## config.mk

```make
export PLATFORM = sky130hd
export DESIGN_NAME = switch_input_ctl
export DESIGN_NICKNAME = d
export VERILOG_FILES = /design/src/rtl/switch_input_ctl.sv
export SDC_FILE = /design/constraint.sdc
export NUM_CORES = 1
export LEC_CHECK = 0
export BUFFER_PORTS_ARGS = -buffer_cell sky130_fd_sc_hd__buf_2
export CORE_AREA = 2 2 93 185
export DETAILED_ROUTE_END_ITERATION = 6
export DIE_AREA = 0 0 95 187
export GPL_TIMING_DRIVEN = 0
export PLACE_DENSITY = 0.64
export SLEW_MARGIN = 20
export SYNTH_ARGS = -nofsm -noshare
export SYNTH_HDL_FRONTEND = slang
export SYNTH_SLANG_ARGS = --single-unit
```

## constraint.sdc

```tcl
create_clock -name clk_cpu_i -period 1.55 [get_ports clk_cpu_i]
set_clock_uncertainty 0.05 [all_clocks]
set_input_delay 0.0775 -clock clk_cpu_i [delete_from_list [all_inputs] [get_ports clk_cpu_i]]
set_output_delay 0.0775 -clock clk_cpu_i [all_outputs]
set_load 0.05 [all_outputs]
```

## src/rtl/switch_input_ctl.sv

```systemverilog
// rtl/switch_input_ctl.sv - synchronized, debounced switch bank with change events, pending mask and irq
module switch_input_ctl #(
    parameter int WIDTH          = 16,
    parameter int SAMPLE_CYCLES  = 50000,
    parameter int STABLE_SAMPLES = 8
) (
    input  logic             clk_cpu_i,
    input  logic             reset_i,
    input  logic [WIDTH-1:0] switch_async_i,
    input  logic             ack_i,
    input  logic [WIDTH-1:0] ack_mask_i,
    output logic [WIDTH-1:0] switch_o,
    output logic [WIDTH-1:0] edge_o,
    output logic [WIDTH-1:0] pending_o,
    output logic             irq_o
);

    localparam int PW = (SAMPLE_CYCLES > 1) ? $clog2(SAMPLE_CYCLES) : 1;
    localparam int CW = (STABLE_SAMPLES > 1) ? $clog2(STABLE_SAMPLES) : 1;
    localparam logic [PW-1:0] PRESC_MAX = PW'(SAMPLE_CYCLES - 1);
    localparam logic [CW-1:0] CNT_MAX   = CW'(STABLE_SAMPLES - 1);

    logic [WIDTH-1:0] sync_q1;
    logic [WIDTH-1:0] sync_w;
    logic [PW-1:0]    presc;
    logic             tick_w;
    logic [CW-1:0]    cnt      [WIDTH];
    logic [CW-1:0]    cnt_next [WIDTH];
    logic [WIDTH-1:0] switch_next;
    logic [WIDTH-1:0] edge_next;
    logic [WIDTH-1:0] pending_next;

    always_comb tick_w = (presc == PRESC_MAX);

    // A sample matching the current level restarts the run, so only an
    // unbroken run of STABLE_SAMPLES differing samples is accepted.
    always_comb begin
        switch_next = switch_o;
        edge_next   = '0;
        for (int i = 0; i < WIDTH; i++) begin
            cnt_next[i] = cnt[i];
            if (tick_w) begin
                if (sync_w[i] == switch_o[i]) begin
                    cnt_next[i] = '0;
                end else if (cnt[i] == CNT_MAX) begin
                    switch_next[i] = sync_w[i];
                    edge_next[i]   = 1'b1;
                    cnt_next[i]    = '0;
                end else begin
                    cnt_next[i] = cnt[i] + 1'b1;
                end
            end
        end
    end

    // A new event on a bit wins over an acknowledge of the same bit.
    always_comb pending_next = (pending_o & ~(ack_i ? ack_mask_i : '0)) | edge_o;

    always_ff @(posedge clk_cpu_i) begin
        if (reset_i) begin
            sync_q1   <= '0;
            sync_w    <= '0;
            presc     <= '0;
            switch_o  <= '0;
            edge_o    <= '0;
            pending_o <= '0;
            irq_o     <= 1'b0;
            for (int i = 0; i < WIDTH; i++) cnt[i] <= '0;
        end else begin
            sync_q1   <= switch_async_i;
            sync_w    <= sync_q1;
            presc     <= tick_w ? '0 : presc + 1'b1;
            switch_o  <= switch_next;
            edge_o    <= edge_next;
            pending_o <= pending_next;
            irq_o     <= |pending_next;
            for (int i = 0; i < WIDTH; i++) cnt[i] <= cnt_next[i];
        end
    end

endmodule

```

==> results.md, run 1 <==
- Met3 wire len: 768 µm
- Failing checks: setup timing
- Placed Cells: between 900 and 1000
- Clock share of power: 0.515
- Syn avg cell area: 9.17 µm²
- Input/output buffers: 81
- Max Cap Viol: 0
- Internal: 6.70 mW
- Total track usage: 0.158
- Initial antenna violation count: 0
- CTS tree: done
- Tot Pwr: 8.49 mW
- Peak VDD IR: slightly above 0.0009 V
- Clk sink count: ~150
- Site row count: 67
- Top_reg_cell synth: dfxtp_1
- Diode count: 0
- Starting density of the core: 0.341
- Worst EP required: 1.84 ns
- Vias: approximately 4900
- Async set-or-reset flop fraction in the synthesized netlist: 0
- PD cells: 993 nW/µm²
- 1st-iter DRT viols: 191
- Cell variety after synth: 30
- Final Cycle Share: 1.09
- First-pass GRT wire length: 21.8 mm
- Synth cell count leaders: dfxtp_1, a21oi_1, nand2_1
- Status: finished, violations left
- Final Hold Fails: 0
- Worst slew pin tran: roughly 0.94 ns
- Slew headroom: 0.371
- Crit end category: register
- Drt pass-1 iters: 4
- Via/cell ratio: around 5
- DIE WIDTH: approximately 95 µm
- Layout Nets: 839
- CP Max Fanout: 5
- Drt total wl: between 15 and 20 mm
- DR WL met2: roughly 8.2 mm
- Cell with the most instances after synthesis: dfxtp_1
- Sequential power share: 0.447
- Total core area: 16500 µm²
- Final setup viols: 66
- Vias in the first global route: 4553
- RSZ-0062 raised after global routing: true
- Fin worst setup slack: -0.142 ns
- Mapped Nets: 683
- Setup_tns: -5.09 ns
- CTS root buf: clkbuf_16
- Fmax: 591 MHz
- Sequential fraction of the synthesis area: 0.515
- Post-synth top area share: 0.515
- Slew Viols, Final: 0
- Layout cell share with drive strength beyond 1: 0.399
- Total global routing overflow: 0
- CP Class: reg -> reg
- Clock slew at reported path FFs: ~0.060 ns
- DR WL/cell: between 15 and 20 µm
- Synthesized flop and latch total: ~150
- GPL Wtd Cong: 0.809
- Post-synth EDFFs: 0
- Number of fill cells: 1367
- Total CTS buffers: 17
- Post-synthesis cell count: approximately 620
- Top Layer Used: met4
- Psw: ~1.8 mW
- Comb power frac: 0.038
- I/O pin count: 84
- Worst Hold Class: in -> reg
- Fin cells: slightly below 1000
- CTS max path bufs: 2
- CP arrival: 1.98 ns
- Lkg Pwr: 3.47 nW
- DRC viols: 0
- Die area: 17800 µm²
- Top area cells in the synthesized netlist: dfxtp_1, a21oi_1, ha_1, nand3_1, nand2_1
- Final instance area: 8550 µm²
- Placed inst area: 6310 µm²
- H-tree levels: 4
- Crit path launch type: register
- Area delta synth->final: 51.7%
- Yosys warns: 0
- Routed metal-1 wirelength: 6.53 mm
- Largest net degree at the start of global routing: 17
- Yosys top cell by area: dfxtp_1
- Die Y: 187 µm
- DPL Wire Length: approximately 9.2 mm
- Tmin final: 1.69 ns
- Clock Latency Late Sink: 0.42 ns
- Post-synth design cell area: about 5600 µm²
- Routed Antenna Nets: 0
- Switching share of power: 0.210
[power by group through the flow]
stage	clock network, mW	logic, mW	registers [mW]
floorplan	0	0.115	3.87
global placement	0	0.193	3.88
detailed placement	0	0.195	3.88
CTS	4.41	0.277	3.80
global route	4.56	0.349	3.80
finish	4.37	0.321	3.80
[stage by stage]
stage	utilization	hold slack, ns	setup WS [ns]
5_1_grt	0.518	0.0223	-0.165
2_1_floorplan	-	0.156	0.0173
6_report	0.518	0.00288	-0.142
3_3_place_gp	0.382	0.237	-0.419
3_5_place_dp	0.382	0.242	-0.432
4_1_cts	0.459	0.00386	-0.124
[layer usage]
layer	vias up	track usage
met4	0	0.0613
met3	29	0.0346
met2	140	0.270
met5	-	0
met1	2349	0.190
li1	2414	-
[cell usage in the layout (no fill, tap or decap), drive strengths merged, types with 3 or more instances in the layout]
| cell | n |
|---|---|
| and4 | 3 |
| nor2b | 32 |
| or3 | 3 |
| bufinv | 4 |
| nand3 | 62 |
| and3 | 21 |
| xor2 | 24 |
| ha | 33 |
| nand4 | 9 |
| dlygate4sd3 | 31 |
| a21oi | 83 |
| nor2 | 37 |
| buf | 114 |
| inv | 18 |
| clkinv | 5 |
| clkinvlp | 3 |
| dfxtp | 145 |
| nand3b | 8 |
| o21ai | 19 |
| and2 | 9 |
| nand2 | 67 |
| clkbuf | 45 |
| xnor2 | 3 |
[cell families after synthesis]
group | share of synthesized area
compound gates | 0.0926
xor+xnor | 0.0420
buf+inv | 0.0455
simple gates | 0.232
fa+ha+maj | 0.0733
flops | 0.515
[final timing paths]
kind / from / endpoint / slack (ns) / cells after the start
setup / recovery: presc[1] / cnt[1][6] / -0.14 / 7
setup reg to reg: presc[1] / cnt[1][6] / -0.14 / 7
hold / removal: ack_mask_i[3] / pending_o[3] / 0.003 / 4
hold reg to reg: sync_q1[9] / sync_w[9] / 0.38 / 1
[flip-flops by register name, indices dropped and copies added, names as in the netlist]
register and flops:
cnt 48, edge_o 16, irq_o 1, pending_o 16
presc 16, switch_o 16, sync_q1 16, sync_w 16
[layout make-up]
cell class	count	area [µm²]	share of cell area
buffer	33	365	0.0427
clock buffer	19	453	0.0530
clock inverter	13	184	0.0215
inverter	17	63.8	0.00746
multi-input combinational	419	3200	0.374
sequential	145	2920	0.341
tap	207	259	0.0303
timing repair buffer	138	1120	0.131
[repair_timing]
| action | CTS | global route |
|---|---|---|
| cloned | 4 | 10 |
| buffers inserted | 11 | 1 |
| endpoints found under the hold margin | 31 | 0 |
| resized for setup | 42 | 193 |
| setup endpoints to repair | 92 | 95 |
| pin swaps | 6 | 98 |
| hold buffers | 31 | 0 |
[critical path, cell delays in order (launching register included)]
cell,delay (ns)
dfxtp_2,0.35
ha_4,0.14
and3_4,0.22
and4_4,0.29
clkbuf_16,0.18
buf_12,0.13
nand3b_1,0.10
a21oi_2,0.15
Note: power is estimated with default switching activity, not from simulation.
==> run 2, diff against run 1 <==
- CTS_BUF_LIST: not set -> sky130_fd_sc_hd__clkbuf_2 sky130_fd_sc_hd__clkbuf_4 sky130_fd_sc_hd__clkbuf_8
- PLACE_DENSITY: 0.64 -> 0.57
==> run 2 against run 1 <==
  * The run still ends with setup timing left
  * Worst hold slack gained 0.012 ns
  * Combinational power shrank 2%
  * Worst setup slack lost 0.081 ns
  * Critical path depth grew 2
  * Final area shrank 2.1%
  * Non-clock buffer count grew 14
  * Register-to-register slack lost 0.08 ns
  * Cell count grew 1.4%
==> results.md, run 2 (synthesized netlist as in run 1, its figures left out) <==
- Site row count: 67 (unchanged)
- Final instance area: 8380 µm² (was 8550 µm²)
- Fmax: 564 MHz (was 591 MHz)
- Fin worst setup slack: -0.223 ns (was -0.142 ns)
- Diode count: 0 (unchanged)
- Clock Latency Late Sink: 0.44 ns (was 0.42 ns)
- DPL Wire Length: 9.36 mm (was 9.23 mm)
- Area delta synth->final: 48.6% (was 51.7%)
- Crit end category: register (unchanged)
- Most flops, register: cnt (unchanged)
- Drt pass-1 iters: 4 (unchanged)
- Via/cell ratio: 4.86 (was 4.98)
- Placed inst area: 6310 µm² (unchanged)
- CP Class: reg -> reg (unchanged)
- Total track usage: 0.166 (was 0.158)
- Multi-input gate area: 3080 µm² (was 3200 µm²)
- RSZ-0062 raised after global routing: true (unchanged)
- Initial antenna violation count: 0 (unchanged)
- Peak VDD IR: 0.000601 V (was 0.000910 V)
- Most frequent cells in the layout: dfxtp_1, buf_2, nand2_1 (unchanged)
- Fin cells: 1005 (was 991)
- Input/output buffers: 81 (unchanged)
- Final Cycle Share: 1.14 (was 1.09)
- Routed Antenna Nets: 0 (unchanged)
- PD cells: 872 nW/µm² (was 993 nW/µm²)
- Max FFs per register: 48 (unchanged)
- Origin of the critical flop-to-flop path: presc[0] (was presc[1])
- Drt total wl: 15.7 mm (was 15.9 mm)
- Worst Hold Class: in -> reg (unchanged)
- R2R Path End: switch_o[6] (was cnt[1][6])
- Total CTS buffers: 17 (unchanged)
- Slew Viols, Final: 0 (unchanged)
- Number of fill cells: 1469 (was 1367)
- Layout cell share with drive strength beyond 1: 0.382 (was 0.399)
- Lkg Pwr: 3.44 nW (was 3.47 nW)
- Status: finished, violations left (unchanged)
- CP Max Fanout: 5 (unchanged)
- Clk sink count: 145 (unchanged)
- Starting density of the core: 0.341 (unchanged)
- CTS root buf: clkbuf_8 (was clkbuf_16)
- Worst slew pin tran: 0.853 ns (was 0.943 ns)
- Reg2reg path depth: 9 (was 7)
- Clock slew at reported path FFs: 0.08 ns (was 0.06 ns)
- Register area: 2920 µm² (about the same)
- CTS max path bufs: 2 (unchanged)
- DIE WIDTH: 95 µm (unchanged)
- Largest net degree at the start of global routing: 17 (unchanged)
- GPL Wtd Cong: 0.784 (was 0.809)
- DR WL/cell: 15.6 µm (was 16.0 µm)
- DRC viols: 0 (unchanged)
- Max Cap Viol: 0 (unchanged)
- Register-to-Register Setup Slack: -0.22 ns (was -0.14 ns)
- Crit path launch type: register (unchanged)
- Placed Cells: 903 (unchanged)
- I/O pin count: 84 (unchanged)
- First-pass GRT wire length: 22.7 mm (was 21.8 mm)
- Total global routing overflow: 0 (unchanged)
- Tmin final: 1.77 ns (was 1.69 ns)
- H-tree levels: 4 (unchanged)
- CTS tree: done (unchanged)
- Layout Nets: 853 (was 839)
- Final setup viols: 83 (was 66)
- CP arrival: 2.01 ns (was 1.98 ns)
- Worst EP required: 1.78 ns (was 1.84 ns)
- Vias: 4882 (was 4932)
- 1st-iter DRT viols: 146 (was 191)
- Total core area: 16500 µm² (unchanged)
- Hold Path Sink: pending_o[2] (was pending_o[3])
- WHS Path Cells: 4 (unchanged)
- Die area: 17800 µm² (unchanged)
- Beginning of the worst hold path: ack_i (was ack_mask_i[3])
- Die Y: 187 µm (unchanged)
- Slew headroom: 0.432 (was 0.371)
- Final Hold Fails: 0 (unchanged)
- Commonest non-fill, non-tap cell in the layout: dfxtp_1 (unchanged)
- Failing checks: setup timing (unchanged)
- Vias in the first global route: 4501 (was 4553)
[run 2: layer usage]
metal,global-route usage,vias up,part of all wire
met5,0,-,0
met2,0.282,132,0.52
met4,0.0619,0,0.022
li1,-,2436,-
met3,0.0403,24,0.042
met1,0.201,2290,0.42
[run 2: final cells by class]
type,count,area share
buffer,33,0.0441
clock buffer,23,0.0363
clock inverter,9,0.0154
inverter,17,0.00762
multi-input combinational,419,0.368
sequential,145,0.348
tap,207,0.0309
timing repair buffer,152,0.150
[run 2: worst max-delay path by stage]
stage	from	end	slack [ns]	cells past startpoint
floorplan	presc[1]	switch_o[14]	0.02	8
global placement	presc[1]	edge_o[0]	-0.45	7
detailed placement	presc[1]	edge_o[0]	-0.45	7
CTS	presc[0]	edge_o[0]	-0.20	8
global route	presc[0]	switch_o[6]	-0.28	9
finish	presc[0]	switch_o[6]	-0.22	9
[run 2: timing repair]
| action | in CTS | in global routing |
|---|---|---|
| hold endpoints to repair | 32 | 0 |
| resized for setup | 115 | 107 |
| buffers inserted | 13 | 6 |
| endpoints found under the setup margin | 93 | 95 |
| pin swaps | 23 | 50 |
| cloned | 9 | 6 |
| hold buffers | 37 | 0 |
[run 2: critical path, cell delays in order (launching register included)]
cell       delay (ns)
dfxtp_4          0.37
ha_4             0.12
and3_4           0.20
buf_6            0.10
nand4_1          0.11
buf_6            0.17
buf_6            0.13
clkbuf_16        0.16
o21ai_2          0.14
a21oi_2          0.06
[run 2: where the power goes]
| group | switching (mW) | internal (mW) |
|---|---|---|
| registers | 0.0240 | 3.77 |
| logic | 0.161 | 0.155 |
| clock network | 1.40 | 1.80 |
[run 2: metrics by stage]
| stage | hold slack [ns] | worst slack [ns] | power, mW | TNS, ns | utilization |
|---|---|---|---|---|---|
| after floorplan | 0.156 | 0.0173 | 3.99 | 0 | - |
| after global placement | 0.236 | -0.449 | 4.07 | -18.38 | 0.382 |
| after detailed placement | 0.240 | -0.451 | 4.07 | -20.80 | 0.382 |
| after CTS | 0.0102 | -0.199 | 7.33 | -14.00 | 0.472 |
| after global routing | 0.0366 | -0.279 | 7.56 | -14.75 | 0.507 |
| final | 0.0153 | -0.223 | 7.30 | -9.95 | 0.507 |
